### config.mk
export PLATFORM = sky130hd
export DESIGN_NAME = dc_xfer_fsm
export DESIGN_NICKNAME = d
export VERILOG_FILES = /design/src/rtl/dc_pkg.sv /design/src/rtl/dc_beat_cnt.sv /design/src/rtl/dc_xfer_fsm.sv
export SDC_FILE = /design/constraint.sdc
export NUM_CORES = 1
export LEC_CHECK = 0
export BUFFER_PORTS_ARGS = -buffer_cell sky130_fd_sc_hd__buf_2
export CAP_MARGIN = 15
export CORE_MARGIN = 2
export CORE_UTILIZATION = 36
export CTS_CLUSTER_SIZE = 16
export DETAILED_ROUTE_END_ITERATION = 7
export RECOVER_POWER = 25
export SYNTH_ARGS = -nofsm -noshare
export SYNTH_HDL_FRONTEND = slang
export SYNTH_HIERARCHICAL = 1
export SYNTH_SLANG_ARGS = --single-unit
### constraint.sdc
create_clock -name clk -period 2.6 [get_ports clk]
set_input_delay 0.39 -clock clk [delete_from_list [all_inputs] [get_ports clk]]
set_output_delay 0.39 -clock clk [all_outputs]
set_load 0.005 [all_outputs]
### src/rtl/dc_pkg.sv
// Shared state encodings and command codes for the data-cache transfer sequencer.
package dc_pkg;

  typedef enum logic [3:0] {
    ST_IDLE           = 4'd0,
    ST_DECODE         = 4'd1,
    ST_LOAD_DATA      = 4'd2,
    ST_STORE_DATA     = 4'd3,
    ST_SENT_DATA_RBR  = 4'd4,
    ST_SENT_DATA_CBC  = 4'd5,
    ST_GET_DATA_RBR   = 4'd6,
    ST_GET_DATA_CBC   = 4'd7,
    ST_SENT_ADDR      = 4'd8,
    ST_STORE_DATA_END = 4'd10
  } dc_state_e;

  localparam logic [2:0] CMD_ROW_LOAD  = 3'd1;
  localparam logic [2:0] CMD_ROW_STORE = 3'd2;
  localparam logic [2:0] CMD_COL_LOAD  = 3'd3;
  localparam logic [2:0] CMD_COL_STORE = 3'd4;
  localparam logic [2:0] CMD_ADDR_LOAD = 3'd5;

endpackage

### src/rtl/dc_beat_cnt.sv
// Beat counter with clear/load/enable and a terminal-count flag against last_val.
module dc_beat_cnt #(
  parameter int WIDTH = 8
) (
  input  logic             clk,
  input  logic             rst,
  input  logic             clr,
  input  logic             load,
  input  logic             en,
  input  logic [WIDTH-1:0] load_val,
  input  logic [WIDTH-1:0] last_val,
  output logic [WIDTH-1:0] cnt,
  output logic             tc
);

  logic [WIDTH-1:0] cnt_q;
  logic [WIDTH-1:0] cnt_d;

  // Next count: clear wins over load, load wins over increment.
  always_comb begin
    cnt_d = cnt_q;
    if (clr) begin
      cnt_d = {WIDTH{1'b0}};
    end else if (load) begin
      cnt_d = load_val;
    end else if (en) begin
      cnt_d = cnt_q + WIDTH'(1);
    end else begin
      cnt_d = cnt_q;
    end
  end

  // Count register.
  always_ff @(posedge clk) begin
    if (!rst) begin
      cnt_q <= {WIDTH{1'b0}};
    end else begin
      cnt_q <= cnt_d;
    end
  end

  assign cnt = cnt_q;
  assign tc  = (cnt_q == last_val);

endmodule

### src/rtl/dc_xfer_fsm.sv
// Data-cache transfer sequencer: row/column CAM bursts, DDR refill and write-back,
// address hand-off and interrupt-driven context save.
module dc_xfer_fsm
  import dc_pkg::*;
#(
  parameter int DATA_CACHE_DEPTH = 16,
  parameter int BURST_LEN        = 8,
  parameter int ADDR_WIDTH_CAM   = 8,
  parameter int CMD_WIDTH        = 3
) (
  input  logic                          clk,
  input  logic                          rst,
  input  logic                          int_set,
  input  logic [CMD_WIDTH-1:0]          data_cmd,
  input  logic                          cmd_valid,
  output logic                          cmd_ready,
  input  logic                          store_ddr_en,
  input  logic                          dc_hit,
  input  logic                          addr_ack,
  output logic                          ddr_req,
  input  logic                          ddr_ack,
  output logic [$clog2(BURST_LEN):0]    ddr_beat_idx,
  output logic                          cam_beat_en,
  output logic [ADDR_WIDTH_CAM-1:0]     cam_beat_idx,
  output logic                          int_ack,
  output logic                          done,
  output logic                          cmd_err,
  output logic [3:0]                    st_cur
);

  localparam int DDR_W = $clog2(BURST_LEN) + 1;

  dc_state_e state_q, state_d;
  logic      ret_cbc_q, ret_cbc_d;   // which SENT state a refill returns to
  logic      int_q, int_d;           // GET_DATA_CBC is servicing an interrupt
  logic      done_q, done_d;
  logic      cmd_err_q, cmd_err_d;
  logic      int_ack_q, int_ack_d;

  logic cam_clr, cam_en, cam_last;
  logic ddr_clr, ddr_en, ddr_last;

  dc_beat_cnt #(.WIDTH(ADDR_WIDTH_CAM)) u_cam_cnt (
    .clk      (clk),
    .rst      (rst),
    .clr      (cam_clr),
    .load     (1'b0),
    .en       (cam_en),
    .load_val ({ADDR_WIDTH_CAM{1'b0}}),
    .last_val (ADDR_WIDTH_CAM'(DATA_CACHE_DEPTH - 1)),
    .cnt      (cam_beat_idx),
    .tc       (cam_last)
  );

  dc_beat_cnt #(.WIDTH(DDR_W)) u_ddr_cnt (
    .clk      (clk),
    .rst      (rst),
    .clr      (ddr_clr),
    .load     (1'b0),
    .en       (ddr_en),
    .load_val ({DDR_W{1'b0}}),
    .last_val (DDR_W'(BURST_LEN - 1)),
    .cnt      (ddr_beat_idx),
    .tc       (ddr_last)
  );

  // Next-state, counter control and pulse requests.
  always_comb begin
    state_d     = state_q;
    ret_cbc_d   = ret_cbc_q;
    int_d       = int_q;
    done_d      = 1'b0;
    cmd_err_d   = 1'b0;
    int_ack_d   = 1'b0;
    cmd_ready   = 1'b0;
    ddr_req     = 1'b0;
    cam_beat_en = 1'b0;
    cam_clr     = 1'b0;
    cam_en      = 1'b0;
    ddr_clr     = 1'b0;
    ddr_en      = 1'b0;
    case (state_q)
      ST_IDLE: begin
        state_d = ST_DECODE;
        int_d   = 1'b0;
        cam_clr = 1'b1;
        ddr_clr = 1'b1;
      end
      ST_DECODE: begin
        if (store_ddr_en) begin
          state_d = ST_STORE_DATA;
        end else begin
          cmd_ready = 1'b1;
          if (cmd_valid) begin
            case (data_cmd)
              CMD_WIDTH'(CMD_ROW_LOAD):  state_d = ST_SENT_DATA_RBR;
              CMD_WIDTH'(CMD_COL_LOAD):  state_d = ST_SENT_DATA_CBC;
              CMD_WIDTH'(CMD_ROW_STORE): state_d = ST_GET_DATA_RBR;
              CMD_WIDTH'(CMD_COL_STORE): state_d = ST_GET_DATA_CBC;
              CMD_WIDTH'(CMD_ADDR_LOAD): state_d = ST_SENT_ADDR;
              default: begin
                state_d   = ST_IDLE;
                cmd_err_d = 1'b1;
              end
            endcase
          end else begin
            state_d = ST_IDLE;
          end
        end
      end
      ST_SENT_DATA_RBR, ST_SENT_DATA_CBC: begin
        if (int_set) begin
          cam_clr = 1'b1;
          int_d   = 1'b1;
          state_d = ST_GET_DATA_CBC;
        end else if (!dc_hit) begin
          ret_cbc_d = (state_q == ST_SENT_DATA_CBC);
          ddr_clr   = 1'b1;
          state_d   = ST_LOAD_DATA;
        end else begin
          cam_beat_en = 1'b1;
          if (cam_last) begin
            cam_clr = 1'b1;
            done_d  = 1'b1;
            state_d = ST_IDLE;
          end else begin
            cam_en = 1'b1;
          end
        end
      end
      ST_LOAD_DATA: begin
        ddr_req = 1'b1;
        if (ddr_ack) begin
          if (ddr_last) begin
            ddr_clr = 1'b1;
            state_d = ret_cbc_q ? ST_SENT_DATA_CBC : ST_SENT_DATA_RBR;
          end else begin
            ddr_en = 1'b1;
          end
        end else begin
          state_d = ST_LOAD_DATA;
        end
      end
      ST_GET_DATA_RBR, ST_GET_DATA_CBC: begin
        cam_beat_en = 1'b1;
        if (cam_last) begin
          cam_clr   = 1'b1;
          int_d     = 1'b0;
          int_ack_d = int_q;
          if (store_ddr_en) begin
            state_d = ST_STORE_DATA;
          end else begin
            done_d  = !int_q;
            state_d = ST_IDLE;
          end
        end else begin
          cam_en = 1'b1;
        end
      end
      ST_STORE_DATA: begin
        ddr_req = 1'b1;
        if (ddr_ack) begin
          if (ddr_last) begin
            ddr_clr = 1'b1;
            done_d  = 1'b1;
            state_d = ST_STORE_DATA_END;
          end else begin
            ddr_en = 1'b1;
          end
        end else begin
          state_d = ST_STORE_DATA;
        end
      end
      ST_STORE_DATA_END: begin
        state_d = ST_IDLE;
      end
      ST_SENT_ADDR: begin
        if (addr_ack) begin
          done_d  = 1'b1;
          state_d = ST_IDLE;
        end else begin
          state_d = ST_SENT_ADDR;
        end
      end
      default: begin
        state_d = ST_IDLE;
        cam_clr = 1'b1;
        ddr_clr = 1'b1;
      end
    endcase
  end

  // State and pulse registers.
  always_ff @(posedge clk) begin
    if (!rst) begin
      state_q   <= ST_IDLE;
      ret_cbc_q <= 1'b0;
      int_q     <= 1'b0;
      done_q    <= 1'b0;
      cmd_err_q <= 1'b0;
      int_ack_q <= 1'b0;
    end else begin
      state_q   <= state_d;
      ret_cbc_q <= ret_cbc_d;
      int_q     <= int_d;
      done_q    <= done_d;
      cmd_err_q <= cmd_err_d;
      int_ack_q <= int_ack_d;
    end
  end

  assign done    = done_q;
  assign cmd_err = cmd_err_q;
  assign int_ack = int_ack_q;
  assign st_cur  = state_q;

endmodule

---- Word-level counts from Yosys, hierarchy flattened ----
Cells that the tools add are included.
Widths: inputs -> output; s select.
cells by class
  bitwise gates (word level) .............. 5
  reduce and logical (&&, ||, !) cells .... 16
  muxes and demuxes ....................... 46
  eq/ne operators ......................... 21
  add/subtract/negate cells ............... 2
operators with widths
  kind                 count
  $mux 4               11
  $pmux 4 s7           1
  $mux 1               26
  $eq 4x3->1 const B   5
  $pmux 4 s5           1
  $reduce_or 5->1      3
  $reduce_or 2->1      5
  $pmux 1 s3           3
  $reduce_and 3->1     3
  $add 8x1->8 const B  1
  $eq 4x2->1 const B   2
  $eq 4x4->1 const B   2
  $eq 8x4->1 const B   1
  $eq 3x2->1 const B   2
  $eq 3x3->1 const B   2
  $ne 3x3->1 const B   2
  $not 1->1            5
  $add 4x1->4 const B  1
  $eq 4x1->1 const B   1
  $logic_not 4->1      1
  $ne 2x2->1 const B   2
  $ne 4x4->1 const B   1
  $pmux 1 s2           2
  $pmux 1 s4           1
  other kinds (6)      6
word-level totals
  output and inout bits ................... 22
  input port bits ......................... 11
  register bits ........................... 21
  logic and storage cells ................. 98

---- Longest topological paths before layout ----
Gate-level depths: netlist of the first run.
  depth after elaboration ................. 6
  gate-level depth with buffers ........... 10
  depth with buffers taken out ............ 9

---- Hierarchy ----
The synthesis of the first run kept the hierarchy.
by module, submodules not included
  module                    cells each  instances  sequential area each (um2)  area each (um2)
  dc_xfer_fsm               111         1          180.2                       823.3
  dc_beat_cnt at u_cam_cnt  62          1          160.2                       536.8
  dc_beat_cnt at u_ddr_cnt  28          1          80.1                        240.2

---- Worst setup path after synthesis of the first run ----
No wires, ideal clock.
  path kind ............................... reg-to-reg
  start ................................... reg u_cam_cnt.cnt_q[2] (netlist: u_cam_cnt/cnt[2])
  end ..................................... reg u_cam_cnt.cnt_q[7] (netlist: u_cam_cnt/cnt[7])
  period minus slack after synthesis ...... 1.957 ns
  path slack .............................. 0.643 ns
  cell stages (with the launch flop) ...... 10
  data required time ...................... 2.537 ns
  arrival ................................. 1.895 ns
  cells stage by stage .................... dfxtp_1 > clkbuf_2 > xnor2_1 > nand4_1 > nor2_1 > nor3_2 > buf_4 > and4bb_1 > or4b_1 > nand3_1
between the ends
  elaborated cells on any way between the ends .. 11
  classes of those cells .................. add/sub (1); eq/ne (1); mux (8); reduce/logical (1)
RTL lines
  what                    RTL line                                source
  from (decl)             dc_beat_cnt.sv:16                       logic [WIDTH-1:0] cnt_q;
  from (signal assigned)  dc_beat_cnt.sv:36                       cnt_q <= {WIDTH{1'b0}};
  from (signal assigned)  dc_beat_cnt.sv:38                       cnt_q <= cnt_d;
  $eq 8x4->1 (*)          dc_beat_cnt.sv:43                       assign tc = (cnt_q == last_val);
  net cam_last            dc_xfer_fsm.sv:40                       logic cam_clr, cam_en, cam_last;
  $mux 1 (*)              dc_xfer_fsm.sv:122, dc_xfer_fsm.sv:146
  $mux 1                  dc_xfer_fsm.sv:116                      end else if (!dc_hit) begin
  $mux 1                  dc_xfer_fsm.sv:112                      if (int_set) begin
  $pmux 1 s2 (*)          dc_xfer_fsm.sv:82                       case (state_q)
  net cam_en              dc_xfer_fsm.sv:40
The timed path passes the listed nets; every way through them passes the cells marked *.
A chain may end at the register's enable or synchronous reset.

---- Worst setup path after layout of the first run ----
  start ................................... reg u_cam_cnt.cnt_q[2] (netlist: u_cam_cnt/cnt[2])
  end ..................................... reg u_cam_cnt.cnt_q[6] (netlist: u_cam_cnt/cnt[6])
between the ends
  longest elaborated chain between the ends .. 6
  elaborated cells on any way between the ends .. 11
  classes of those cells .................. add/sub (1); eq/ne (1); mux (8); reduce/logical (1)
ends and longest elaborated chain
  what                           RTL line
  $eq 8x4->1 (*)                 dc_beat_cnt.sv:43
  net cam_last                   dc_xfer_fsm.sv:40
  $mux 1 (*)                     dc_xfer_fsm.sv:122, dc_xfer_fsm.sv:146
  $mux 1                         dc_xfer_fsm.sv:116
  $mux 1                         dc_xfer_fsm.sv:112
  $pmux 1 s3 (*)                 dc_xfer_fsm.sv:82
  net cam_clr                    dc_xfer_fsm.sv:40
  $reduce_or 2->1 (no line) (*)  n/a
Marks and branches as above.

==> impl_metrics.toml, run 1 <==
[outcome]
status = "finished clean"

[cells_and_area]
final_nets = 276
antenna_cells = 0
synthToLayoutAreaGrowth_pct = 21.74
layout_common_cells = "conb_1 (35), buf_2 (30), dfxtp_1 (21)"
final_common_cell = "conb_1"
post_route_cells_drive_above_1_share = 0.1686
fin_util = 0.4505
nFillCells = 477

[clocking]
cts_hold_buf = 0
path_clk_slew_ps = 80
clockBufferDepth = 2
cts_tree = "done"
cts_setup_buffers = 0
cts_resized = 0
worstSkewPairLatency_ps = 260
cts_max_level = 1
cts_sinks = 21
cts_root_buffer = "clkbuf_8"
cts_buffers = 3

[sta]
final_max_slew_viol_count = 0
setup_viol = 0
max_freq_ghz = 0.4933
fin_skew_ps = 5.077
fin_tns_setup_ps = 0
worst_slew_pin_slew_ps = 593.2
finalCritPeriodShare = 0.7797
hold_viol_final = 0
relSlewSlack = 0.6040
rsz0062_at_grt = "no"
whs_ps = 439.1
fin_crit_ps = 2027

[power_and_ir_drop]
ir_drop_uv = 273.5
p_leak_uw = 0.0008220
powerDensity_nw_per_um2 = 617.7

[floorplan]
die_h_um = 70.67
ios = 33
start_util = 0.3701
core_area_sq_um = 4324
fp.dieW_um = 70.67
row_count = 24
die_area_sq_um = 4994

[yosys]
synthCells = 201
synthFlopType = "dfxtp_1"
yosysUniqueCellTypes = 50
synth.area.top_cells = "dfxtp_1 (26%), xnor2_1 (6.6%), o21ai_0 (5.3%)"
seq_area_frac_synth = 0.2627
syn_area_per_cell_sq_um = 7.962
synth_top_cell_by_area = "dfxtp_1"
synth_edf_count = 0
yosys_warnings = 6
syn-cell-area_sq_um = 1600
ys_ff_latch = 21
async_flop_share = 0
netlist.area_leader.share = 0.2627

[global_route]
overflow = 0
grt_pass1_wl_mm = 6.279
grt_max_degree = 18
grt_pass1_vias = 1381
grt_antenna_before_repair = 0
gr-usage-all-layers = 0.1523

[critical_path]
cp_common_cell = "o21ai_0"
rr_worst_depth = 9
timing.rr.start = "u_cam_cnt/cnt[2]"
crit_type = "flop to flop"
cp_data_required_time_ps = 2790
start_kind = "flop"
worstPathCellList = "xnor2_1 > nand4_1 > nor2_1 > o21a_1 > o21ai_0 > o211ai_1 > nor2b_1 > o21ai_0 > a31oi_1"
worstSetupStartpoint = "u_cam_cnt/cnt[2]"
cp_slowest_cell = "nor2b_1"
critPathCaptureType = "flop"
cp.arrival_ps = 2220
cp_max_fo = 8
max_stage_delay_ps = 470

[route]
drt_iter0_drc = 63
vias = 1526
postRouteAntennaNets = 0
wire_per_inst_um = 11.66
wl_mm = 3.650
drc = 0
routed_via_density = 4.875
drt_first_pass_iters = 5

[hold_path]
hold_start = "cmd_valid"
hold_class = "input port to flop"
whs_path_depth = 2

[placed_design]
dp_hpwl_mm = 2.705
gp_congestion = 0.7615
port_buffers = 32

[job]
maxCapViolCount = 0
-- path summary, 6_finish.rpt --
check,to,slack (ps)
setup / recovery,u_cam_cnt/cnt[6],570
hold / removal,cmd_err,440
setup reg to reg,u_cam_cnt/cnt[6],570
hold reg to reg,int_ack,530
-- report_power, final --
| group | total, uW | leakage [uW] | internal, uW | switching, uW |
|---|---|---|---|---|
| clock network | 220 | 0.0000255 | 107 | 113 |
| logic | 493 | 0.000626 | 243 | 251 |
| registers | 490 | 0.000171 | 375 | 115 |
| total | 1200 | 0.000822 | 724 | 479 |
-- final cells by class --
| class | instances | area [sq um] | share of cell area |
|---|---|---|---|
| repair buffers | 36 | 187.7 | 0.09634 |
| multi-input cells | 196 | 1214 | 0.6230 |
| clock inverters | 1 | 5.005 | 0.002569 |
| clock buffers | 3 | 41.29 | 0.02119 |
| inverters | 4 | 15.01 | 0.007707 |
| flip-flops and latches | 21 | 420.4 | 0.2158 |
| well taps | 52 | 65.06 | 0.03340 |
-- registers in the layout, indices dropped and copies added, names as in the netlist --
signal / cells
ret_cbc_q: 1
st_cur: 4
done: 1
int_q: 1
u_ddr_cnt/cnt: 4
int_ack: 1
u_cam_cnt/cnt: 8
cmd_err: 1
-- metal layers --
| metal | up-vias | share of wire | track usage |
|---|---|---|---|
| met2 | 26 | 0.48 | 0.2610 |
| li1 | 811 | - | - |
| met5 | - | 0 | 0 |
| met4 | 0 | 0 | 0.04403 |
| met1 | 689 | 0.49 | 0.2021 |
| met3 | 0 | 0.031 | 0.01852 |
-- cells in the mapped netlist, types with 3 or more instances --
| cell | instances |
|---|---|
| xor2_1 | 8 |
| inv_1 | 4 |
| o211a_1 | 3 |
| nor2b_1 | 6 |
| a21oi_1 | 13 |
| nand4_1 | 7 |
| o21ai_0 | 17 |
| mux2i_1 | 4 |
| nand2_1 | 14 |
| ha_1 | 3 |
| nand3_1 | 6 |
| o211ai_1 | 4 |
| nor2_1 | 10 |
| buf_2 | 5 |
| dfxtp_1 | 21 |
| and2_1 | 3 |
| xnor2_1 | 12 |
| clkbuf_1 | 4 |
| a211oi_1 | 3 |
| nor3_1 | 5 |
| nor3b_1 | 5 |
| nand2b_1 | 5 |
-- worst max-delay path, delay by kind of cell (launching register included) --
kind,cells,cell delay (ps)
AO/OA/AOI/OAI,5,740
AND/OR/NAND/NOR,3,650
flip-flops,1,400
XOR/XNOR,1,170
-- metrics by stage --
stage	instance area, sq um	total power [uW]	std cells	setup WS [ps]
after floorplan	1724	847.9	234	642.7
after global placement	1904	988.6	309	629.6
after detailed placement	1904	989.2	309	568.4
after CTS	1951	1215	313	530.1
after global routing	1948	1300	313	256.2
final	1948	1203	313	572.7
-- kinds of logic (layout without fill, tap and decap cells) --
group / after synthesis / in the layout / share of synthesized area
adders and majority gates: 3 / 3 / 0.02346
and+or+nand+nor: 81 / 81 / 0.3135
other: 2 / 35 / 0.004693
AOI/OAI and AO/OA: 53 / 53 / 0.2048
xor gates and xnor gates: 20 / 20 / 0.1095
DFF: 21 / 21 / 0.2627
muxes: 4 / 4 / 0.02502
buffers and inverters: 17 / 44 / 0.05628
Note: power is estimated with default switching activity, not from simulation.
==> run 2, diff against run 1 <==
Clock period 2.6 ns to 1.8 ns, I/O delays scaled along.
==> run 2 against run 1 <==
Cell area is 12% higher; via count rose by 7.3%; largest cell class unchanged; setup slack lost 570 ps; clock skew is 2.3 ps lower; first-iteration DRC count increased by 22%; sequential cell count stayed put; register-to-register slack worse by 570 ps; critical path depth decreased by 4; largest power group unchanged.
==> impl_metrics.toml, run 2 (synthesis gave the netlist of run 1 again) <==
[outcome]
status = "finished clean"

[critical_path]
cp.depth = 5
crit_type = "flop to output pin"
cp_slowest_cell = "dfxtp_2"
max_stage_delay_ps = 360
cp_common_cell = "buf_4"
timing.rr.start = "u_cam_cnt/cnt[1]"
cp_data_required_time_ps = 1530
worstPathCellList = "buf_4 > buf_4 > nor4b_4 > and2b_4 > buf_2"
path_delay_family = "simple AND/OR/NAND/NOR gates"
cp_max_fo = 9
crit_buf_inv = 3
worstSetupStartpoint = "st_cur[3]"
rr_worst_depth = 9
r2r-end = "u_cam_cnt/cnt[7]"
critPathCaptureType = "output pin"
worst-r2r-setup-slack_ps = 8
start_kind = "flop"
cp.arrival_ps = 1520
setup.worst_path.end = "cmd_ready"

[placed_design]
gp_congestion = 0.7663
dp_hpwl_mm = 2.991
dp_slack_ps = -29.33
port_buffers = 32

[clocking]
cts_root_buffer = "clkbuf_8"
clockBufferDepth = 2
cts_buffers = 3
path_clk_slew_ps = 80
cts_sinks = 21
cts_tree = "done"
worstSkewPairLatency_ps = 270
cts_max_level = 1

[sta]
final_max_slew_viol_count = 0
whs_ps = 314.7
rsz0062_at_grt = "yes"
fin_skew_ps = 2.733
hold_viol_final = 0
fin_crit_ps = 1792
timing.final.ws_setup_ps = 7.598
max_freq_ghz = 0.5579
finalCritPeriodShare = 0.9958
setup_viol = 0

[global_route]
overflow = 0
use_met1 = 0.2208
gr-usage-met2 = 0.2830
grt_pass1_vias = 1491
grt_pass1_wl_mm = 6.775
gr-usage-all-layers = 0.1681
grt_antenna_before_repair = 0
grt_max_degree = 15
busiest_layer = "met2"
use_met3 = 0.02279

[route]
routed_via_density = 4.887
drt_first_pass_iters = 4
vias = 1637
drc = 0
drt_iter0_drc = 77
wl_mm = 3.921
postRouteAntennaNets = 0
wire_per_inst_um = 11.70

[cells_and_area]
largest_reg_flops = 8
final_common_cell = "conb_1"
layout_common_cells = "conb_1 (35), buf_2 (31), buf_4 (25)"
post_route_cells_drive_above_1_share = 0.2898
final_nets = 298
antenna_cells = 0
synthToLayoutAreaGrowth_pct = 35.81

[hold_path]
hold_class = "input port to flop"
hold_start = "cmd_valid"
whs_path_depth = 2

[floorplan]
die_area_sq_um = 4994
row_count = 24
core_area_sq_um = 4324
die_h_um = 70.67
start_util = 0.3701
ios = 33
fp.dieW_um = 70.67

[power_and_ir_drop]
p_leak_uw = 0.0009655
ir_drop_uv = 405.6
powerDensity_nw_per_um2 = 894.6

[job]
maxCapViolCount = 0
-- run 2: changes by cell type in the layout (fill, tap and decap cells not counted), sizes merged --
cell | before | now
clkbuf | 5 | 4
buf | 34 | 57
-- run 2: power breakdown --
part	switching, uW	internal [uW]	leakage (uW)
logic	491	492	0.000765
clock network	173	155	0.0000255
registers	83.3	551	0.000175
total	747	1200	0.000966
-- run 2: cell type report --
class | instances | area, sq um
inverters | 4 | 15.01
repair buffers | 58 | 357.8
well taps | 52 | 65.06
flip-flops and latches | 21 | 432.9
multi-input cells | 196 | 1256
fillers | 462 | 2151
clock buffers | 3 | 41.29
clock inverters | 1 | 5.005
-- run 2: through the flow --
step           instance area (sq um)  cells    util  setup TNS (ps)  total power [uW]
6_report                        2173    335  0.5026               0              1944
5_1_grt                         2173    335  0.5026          -240.8              2110
4_1_cts                         2142    334  0.4954          -51.29              1931
3_5_place_dp                    2076    329  0.4800          -44.17              1554
3_3_place_gp                    2076    329  0.4800               0              1548
2_1_floorplan                   1754    234       -               0              1246
-- run 2: how the worst min path moves through the flow --
stage / endpoint / slack, ps
6_report: cmd_err / 310
5_1_grt: cmd_err / 320
4_1_cts: cmd_err / 310
3_5_place_dp: int_ack / 500
3_3_place_gp: int_ack / 510
2_1_floorplan: cmd_err / 470
-- run 2: what timing repair did --
| item | CTS | global route |
|---|---|---|
| pin swaps | 2 | 5 |
| gates resized for setup | 3 | 12 |
| hold buffers | 0 | 0 |
| buffers inserted | 1 | 1 |
| setup endpoints to repair | 4 | 13 |
-- run 2: per-layer routing --
layer / wire length (um) / up-vias / part of all wire
met1: 1816 / 741 / 0.46
met5: 0 / - / 0
met2: 1906 / 36 / 0.49
met3: 140 / 4 / 0.036
met4: 57 / 0 / 0.015
li1: - / 856 / -
